==> src/rtl/cache_pkg.sv <==
// Shared types and defaults for the cache write-buffer drain path.
package cache_pkg;

  typedef enum logic [1:0] {
    IDLE = 2'd0,
    POP  = 2'd1,
    LOAD = 2'd2,
    REQ  = 2'd3
  } drain_state_t;

  localparam int DRAIN_ADDR_W  = 8;
  localparam int DRAIN_DATA_W  = 8;
  localparam int DRAIN_CNT_W   = 8;
  localparam int DRAIN_TIMEOUT = 15;
  localparam int TIMEOUT_CNT_W = 4;

  // Entry layout: data sits in the low field, the address directly above it.
  localparam int ENTRY_DATA_LSB = 0;

endpackage

==> src/rtl/fifo_drain_ctrl.sv <==
// Write-buffer drain controller: pops FIFO entries and replays them as memory writes.
// Optional ack-wait timeout with retry is built when DRAIN_TIMEOUT_EN is defined.
module fifo_drain_ctrl
  import cache_pkg::*;
#(
  parameter int ADDR_W  = DRAIN_ADDR_W,
  parameter int DATA_W  = DRAIN_DATA_W,
  parameter int ENTRY_W = ADDR_W + DATA_W,
  parameter int CNT_W   = DRAIN_CNT_W,
  parameter int TIMEOUT = DRAIN_TIMEOUT
) (
  input  logic               clk,
  input  logic               reset,
  input  logic               fifo_empty,
  input  logic [ENTRY_W-1:0] fifo_data,
  output logic               fifo_pop,
  output logic               mem_req,
  output logic [ADDR_W-1:0]  mem_addr,
  output logic [DATA_W-1:0]  mem_wdata,
  input  logic               mem_ack,
  input  logic               flush,
  output logic               flush_done,
  output logic               busy,
  output logic [CNT_W-1:0]   drained_cnt
`ifdef DRAIN_TIMEOUT_EN
  ,
  output logic               timeout_err
`endif
);

  localparam int ENTRY_ADDR_LSB = ENTRY_DATA_LSB + DATA_W;

  if (ENTRY_W != ADDR_W + DATA_W) begin : g_bad_entry_w
    $error("fifo_drain_ctrl: ENTRY_W must equal ADDR_W + DATA_W");
  end
  if (TIMEOUT < 1 || TIMEOUT > (1 << TIMEOUT_CNT_W) - 1) begin : g_bad_timeout
    $error("fifo_drain_ctrl: TIMEOUT does not fit the ack-wait counter");
  end

  drain_state_t state, state_next;
  logic         req_active;
  logic         ack_taken;

  assign ack_taken = req_active && mem_ack;

  always_ff @(posedge clk) begin
    if (reset) begin
      state <= IDLE;
    end else begin
      state <= state_next;
    end
  end

  // The pop strobe is gated by !fifo_empty so an empty FIFO is never popped.
  always_comb begin
    state_next = state;
    fifo_pop   = 1'b0;
    mem_req    = req_active;
    busy       = (state != IDLE);
    flush_done = flush && fifo_empty && (state == IDLE);
    case (state)
      IDLE:    if (!fifo_empty) state_next = POP;
      POP: begin
        fifo_pop   = !fifo_empty;
        state_next = LOAD;
      end
      LOAD:    state_next = REQ;
      REQ:     if (ack_taken) state_next = fifo_empty ? IDLE : POP;
      default: state_next = IDLE;
    endcase
  end

  // fifo_data is valid in LOAD because the FIFO read is registered.
  always_ff @(posedge clk) begin
    if (reset) begin
      mem_addr    <= '0;
      mem_wdata   <= '0;
      drained_cnt <= '0;
    end else begin
      if (state == LOAD) begin
        mem_addr  <= fifo_data[ENTRY_ADDR_LSB +: ADDR_W];
        mem_wdata <= fifo_data[ENTRY_DATA_LSB +: DATA_W];
      end
      if (ack_taken) begin
        drained_cnt <= drained_cnt + CNT_W'(1);
      end
    end
  end

`ifdef DRAIN_TIMEOUT_EN
  localparam logic [TIMEOUT_CNT_W-1:0] WAIT_LAST = TIMEOUT_CNT_W'(TIMEOUT - 1);

  logic [TIMEOUT_CNT_W-1:0] wait_cnt;
  logic                     retry_gap;

  assign req_active = (state == REQ) && !retry_gap;

  // A request left unacknowledged for TIMEOUT cycles is withdrawn for one
  // cycle and then re-issued with the same address and data.
  always_ff @(posedge clk) begin
    if (reset) begin
      wait_cnt    <= '0;
      retry_gap   <= 1'b0;
      timeout_err <= 1'b0;
    end else begin
      retry_gap <= 1'b0;
      if (req_active && !mem_ack) begin
        if (wait_cnt == WAIT_LAST) begin
          wait_cnt    <= '0;
          retry_gap   <= 1'b1;
          timeout_err <= 1'b1;
        end else begin
          wait_cnt <= wait_cnt + TIMEOUT_CNT_W'(1);
        end
      end else begin
        wait_cnt <= '0;
      end
    end
  end
`else
  assign req_active = (state == REQ);
`endif

endmodule

==> config.mk <==
export PLATFORM = sky130hd
export DESIGN_NAME = fifo_drain_ctrl
export DESIGN_NICKNAME = d
export VERILOG_FILES = /design/src/rtl/cache_pkg.sv /design/src/rtl/fifo_drain_ctrl.sv
export SDC_FILE = /design/constraint.sdc
export NUM_CORES = 1
export LEC_CHECK = 0
export ABC_CLOCK_PERIOD_IN_PS = 4600
export BUFFER_PORTS_ARGS = -buffer_cell sky130_fd_sc_hd__buf_2
export CAP_MARGIN = 20
export CORE_ASPECT_RATIO = 0.8
export CORE_MARGIN = 4
export CORE_UTILIZATION = 51
export CTS_BUF_LIST = sky130_fd_sc_hd__clkbuf_2
export CTS_CLUSTER_DIAMETER = 150
export DETAILED_ROUTE_END_ITERATION = 8
export PLACE_DENSITY = 0.84
export SYNTH_ARGS = -nofsm -noshare
export SYNTH_HDL_FRONTEND = slang
export SYNTH_SLANG_ARGS = --single-unit
==> constraint.sdc <==
create_clock -name clk -period 4.6 [get_ports clk]
set_input_delay 0.92 -clock clk [delete_from_list [all_inputs] [get_ports clk]]
set_output_delay 0.92 -clock clk [all_outputs]
set_load 0.005 [all_outputs]
Word-level counts from Yosys, hierarchy flattened --
Index checks and enable logic that the tools add are counted.
Cells by class: add/subtract/negate cells 1, eq/ne operators 5, mux-type cells 5, reductions and logical operators 7
Operators by type and width (count):
- adder 8 x 1 -> 8 bit, second input constant | 1
- case mux 2 bit (4 select lines) | 1
- == test 2 bit, second input constant | 2
- 2-to-1 mux 2 bit | 2
- logical AND 1 bit | 3
- == test 2 x 1 -> 1 bit, second input constant | 1
- zero test 2 bit | 1
- 2-to-1 mux 1 bit | 2
- != test 2 x 1 -> 1 bit, second input constant | 1
- != test 2 bit, second input constant | 1
- AND reduction 2 bit | 1
- nonzero test 2 bit | 1
- zero test 1 bit | 1
Storage, ports and cells: register bits after elaboration 26, output and inout bits 28

Depth between registers and ports, before layout --
word-level depth 4, depth in mapped cells 6, mapped depth without buffers 5

Worst setup path before layout --
Ideal clock, no wire load.
path type in2out, start point in flush, end point out flush_done, arrival time 1.087 ns, data required time 3.680 ns, slack 2.593 ns, stages 1, path through and3_1
On the way: cells in the longest elaborated chain, start to end 2
Ends and longest elaborated chain:
- start: declaration | RTL line fifo_drain_ctrl.sv:21 | input logic flush,
- logical AND 1 bit (2 in series) | RTL line fifo_drain_ctrl.sv:60 | flush_done = flush && fifo_empty && (state == IDLE);
- end: declaration | RTL line fifo_drain_ctrl.sv:22 | output logic flush_done,
No other way between the ends.

Final worst setup path --
start point reg state[0], end point out flush_done
On the way: cells in the longest elaborated chain, start to end 2
Ends and longest elaborated chain:
- start: declaration | RTL line fifo_drain_ctrl.sv:40 | drain_state_t state, state_next;
- start signal: assignment | RTL line fifo_drain_ctrl.sv:50 | state <= state_next;
- zero test 2 bit | RTL line fifo_drain_ctrl.sv:60
- logical AND 1 bit | RTL line fifo_drain_ctrl.sv:60
No other way between the ends.

==> reports/metrics.cfg <==
[sta]
finalHoldViolCount = 0
period_needed_ps = 2340
setup_tns_ps = 0
slew_headroom_pct = 41.62
worstMarginPinSlew_ps = 875.6
post-route-period-util_pct = 50.88
rsz0062_at_grt = false
hold_slack_ps = 496.2
fmax_mhz = 427.3
setup_violations = 0
skew_ps = 11.04
drv_slew = 0

[run_status]
status = finished clean

[route]
postRouteAntennaNets = 0
route.detailed.drc = 0
wl_per_cell_um = 12.44
first_iter_violations = 29
routed_wl_um = 2301
via_count = 959
viasPerCell = 5.184
dr.pass1.iters = 4

[floorplan]
pin_count = 49
die_area_mm2 = 0.002971
die_h_um = 49.56
num_rows = 14
core_mm2 = 0.001962
die_x_um = 59.95
start_util_pct = 56.12

[worst_setup_path]
slowest_delay_ps = 440
crit_chain = inv_1 > ha_1 > and3_1 > buf_2
worstSetupPathType = flip-flop to primary output
cp.arrival_ps = 1420
cp_max_fo = 4
critPathRequiredTime_ps = 3680
cp_top_family = flip-flops
cp-start-kind = flip-flop
path_buf_inv = 2
end_kind = primary output
cpMaxStageDelayCell = dfxtp_1

[power_and_ir_drop]
pwr_density_cell_mw_per_mm2 = 427.5
ir_drop_mv = 0.3140
power.leakage_nw = 0.6357
fin_total_pwr_uw = 583.5

[synthesis]
ys_ff_latch = 26
yosys-top-cells-area = dfxtp_1 (47%), mux2i_1 (15%), ha_1 (6.8%), nor2_1 (6.1%), a21oi_1 (3.2%)
synth.distinct_cells = 27
syn_avg_cell_area_um2 = 9.574
yosysTopAreaCellShare_pct = 47.27
synth_nets = 142
ys.warnings.count = 0
syn-cell-area_mm2 = 0.001101
synth_top_flop_cell = dfxtp_1
syn_inst = 115
synth_edf_count = 0
yosysTopAreaCell = dfxtp_1
async_flop_share_pct = 0
yosysSeqAreaShare_pct = 47.27

[final_layout]
final_net_count = 190
final_core_util_pct = 69.58
layout-drive-gt1-share_pct = 33.54
final_cell_area_mm2 = 0.001365
n_fill_cell = 154
antenna_cells = 0
syn2layout_area_growth_pct = 23.98

[global_routing]
grt_pass1_wl_um = 4167
grt_pass1_vias = 1005
grt_overflow = 0
grtUsageTotal_pct = 17.72
antenna_found_initial = 0
grt_start_max_net_pins = 27

[cts]
numCtsBuffers = 3
cts_setup_buffers = 0
clkSinkCount = 26
clock_path_buffers = 2
cts_resized = 0
clockRootBuffer = clkbuf_2
cts_tree = built
htreeDepth = 1
hold_buffers = 0
path_clk_slew_ps = 210
worstSkewPairLatency_ps = 340

[place]
place_area_mm2 = 0.001350
place_congestion = 0.7866
port_buffers = 48
dp_hpwl_um = 1820

[hold_path]
hold_class = flip-flop to flip-flop

[run]
drv_cap = 0

## power by group
group	internal [mW]	total, mW	switching (mW)
Combinational	0.110	0.219	0.109
Sequential	0.263	0.286	0.0228
Clock	0.0178	0.0784	0.0606
Total	0.391	0.584	0.192
## worst reg2reg max path: stages, from the launching register on
cell and delay [ps]:
dfxtp_1 390, inv_1 140, ha_1 750, mux2i_1 280
nor2_1 60
## registers in the layout, summed over array words and instances (netlist names)
register and flops:
mem_addr 8, state 2, mem_wdata 8, drained_cnt 8
## per-layer routing
metal  share of wire, %  global-route usage [%]  vias to the layer above
met3                7.4                   6.266                        4
li1                   -                       -                      487
met2                 49                   29.50                       35
met4                1.1                   5.166                        0
met5                  0                       0                        -
met1                 42                   21.09                      433
## worst paths after layout
kind / endpoint / slack, ps / start / cells after the start
worst max-delay path: flush_done / 2260 / state[0]$_SDFFE_PP0P_ / 4
worst min-delay path: drained_cnt[7]$_SDFFE_PP0P_ / 500 / drained_cnt[7]$_SDFFE_PP0P_ / 2
worst max register to register: mem_addr[1]$_SDFFE_PP0N_ / 2880 / state[0]$_SDFFE_PP0P_ / 4
worst min register to register: drained_cnt[7]$_SDFFE_PP0P_ / 500 / drained_cnt[7]$_SDFFE_PP0P_ / 2
## placed cells by master, fill, tap and decap left out
cell type,netlist,final
buf_2,2,48
a311oi_1,1,1
o21ai_0,3,3
and3_1,1,1
nand4_1,2,2
a21o_1,1,1
nor2b_1,1,1
a31oi_1,1,1
o31ai_1,2,2
a211oi_1,1,1
clkbuf_2,0,3
nand4_2,1,1
mux2i_1,16,16
nand3_1,4,4
or2_2,1,1
xor2_1,1,1
nand2_1,4,4
nor2_1,18,18
ha_1,6,6
inv_1,6,6
or3_2,1,1
or2b_1,1,1
or4_1,2,2
or3_1,2,2
dfxtp_1,26,26
a21oi_1,7,7
xnor2_1,1,1
## final cells by class
cell class / count / area, um2 / share of cell area (%)
Multi-Input combinational cell: 78 / 536.8 / 39.32
Sequential cell: 26 / 520.5 / 38.13
Clock buffer: 3 / 15.01 / 1.100
Inverter: 6 / 22.52 / 1.650
Tap cell: 24 / 30.03 / 2.200
Timing Repair Buffer: 48 / 240.2 / 17.60
## through the flow
step	setup WS (ps)	std cells
floorplan	2593	115
global placement	2381	182
detailed placement	2357	182
CTS	2243	185
global route	2183	185
finish	2260	185
## kinds of logic (layout without fill, tap and decap cells)
kind of cell / count (synthesis) / after routing / synth area share (%)
AO/OA/AOI/OAI: 16 / 16 / 8.636
buffers and inverters: 11 / 57 / 3.977
adder cells (fa/ha/maj): 6 / 6 / 6.818
AND/OR/NAND/NOR: 38 / 38 / 17.16
XOR/XNOR: 2 / 2 / 1.591
multiplexers: 16 / 16 / 14.55
flip-flops: 26 / 26 / 47.27
## cell usage after synthesis (all sizes together), types with 2 or more instances
master,instances
o21ai,3
mux2i,16
nand4,3
a21oi,7
buf,2
nor2,18
o31ai,2
ha,6
dfxtp,26
or3,3
or4,2
nand3,4
nand2,4
clkbuf,3
inv,6
Note: power is estimated with default switching activity, not from simulation.
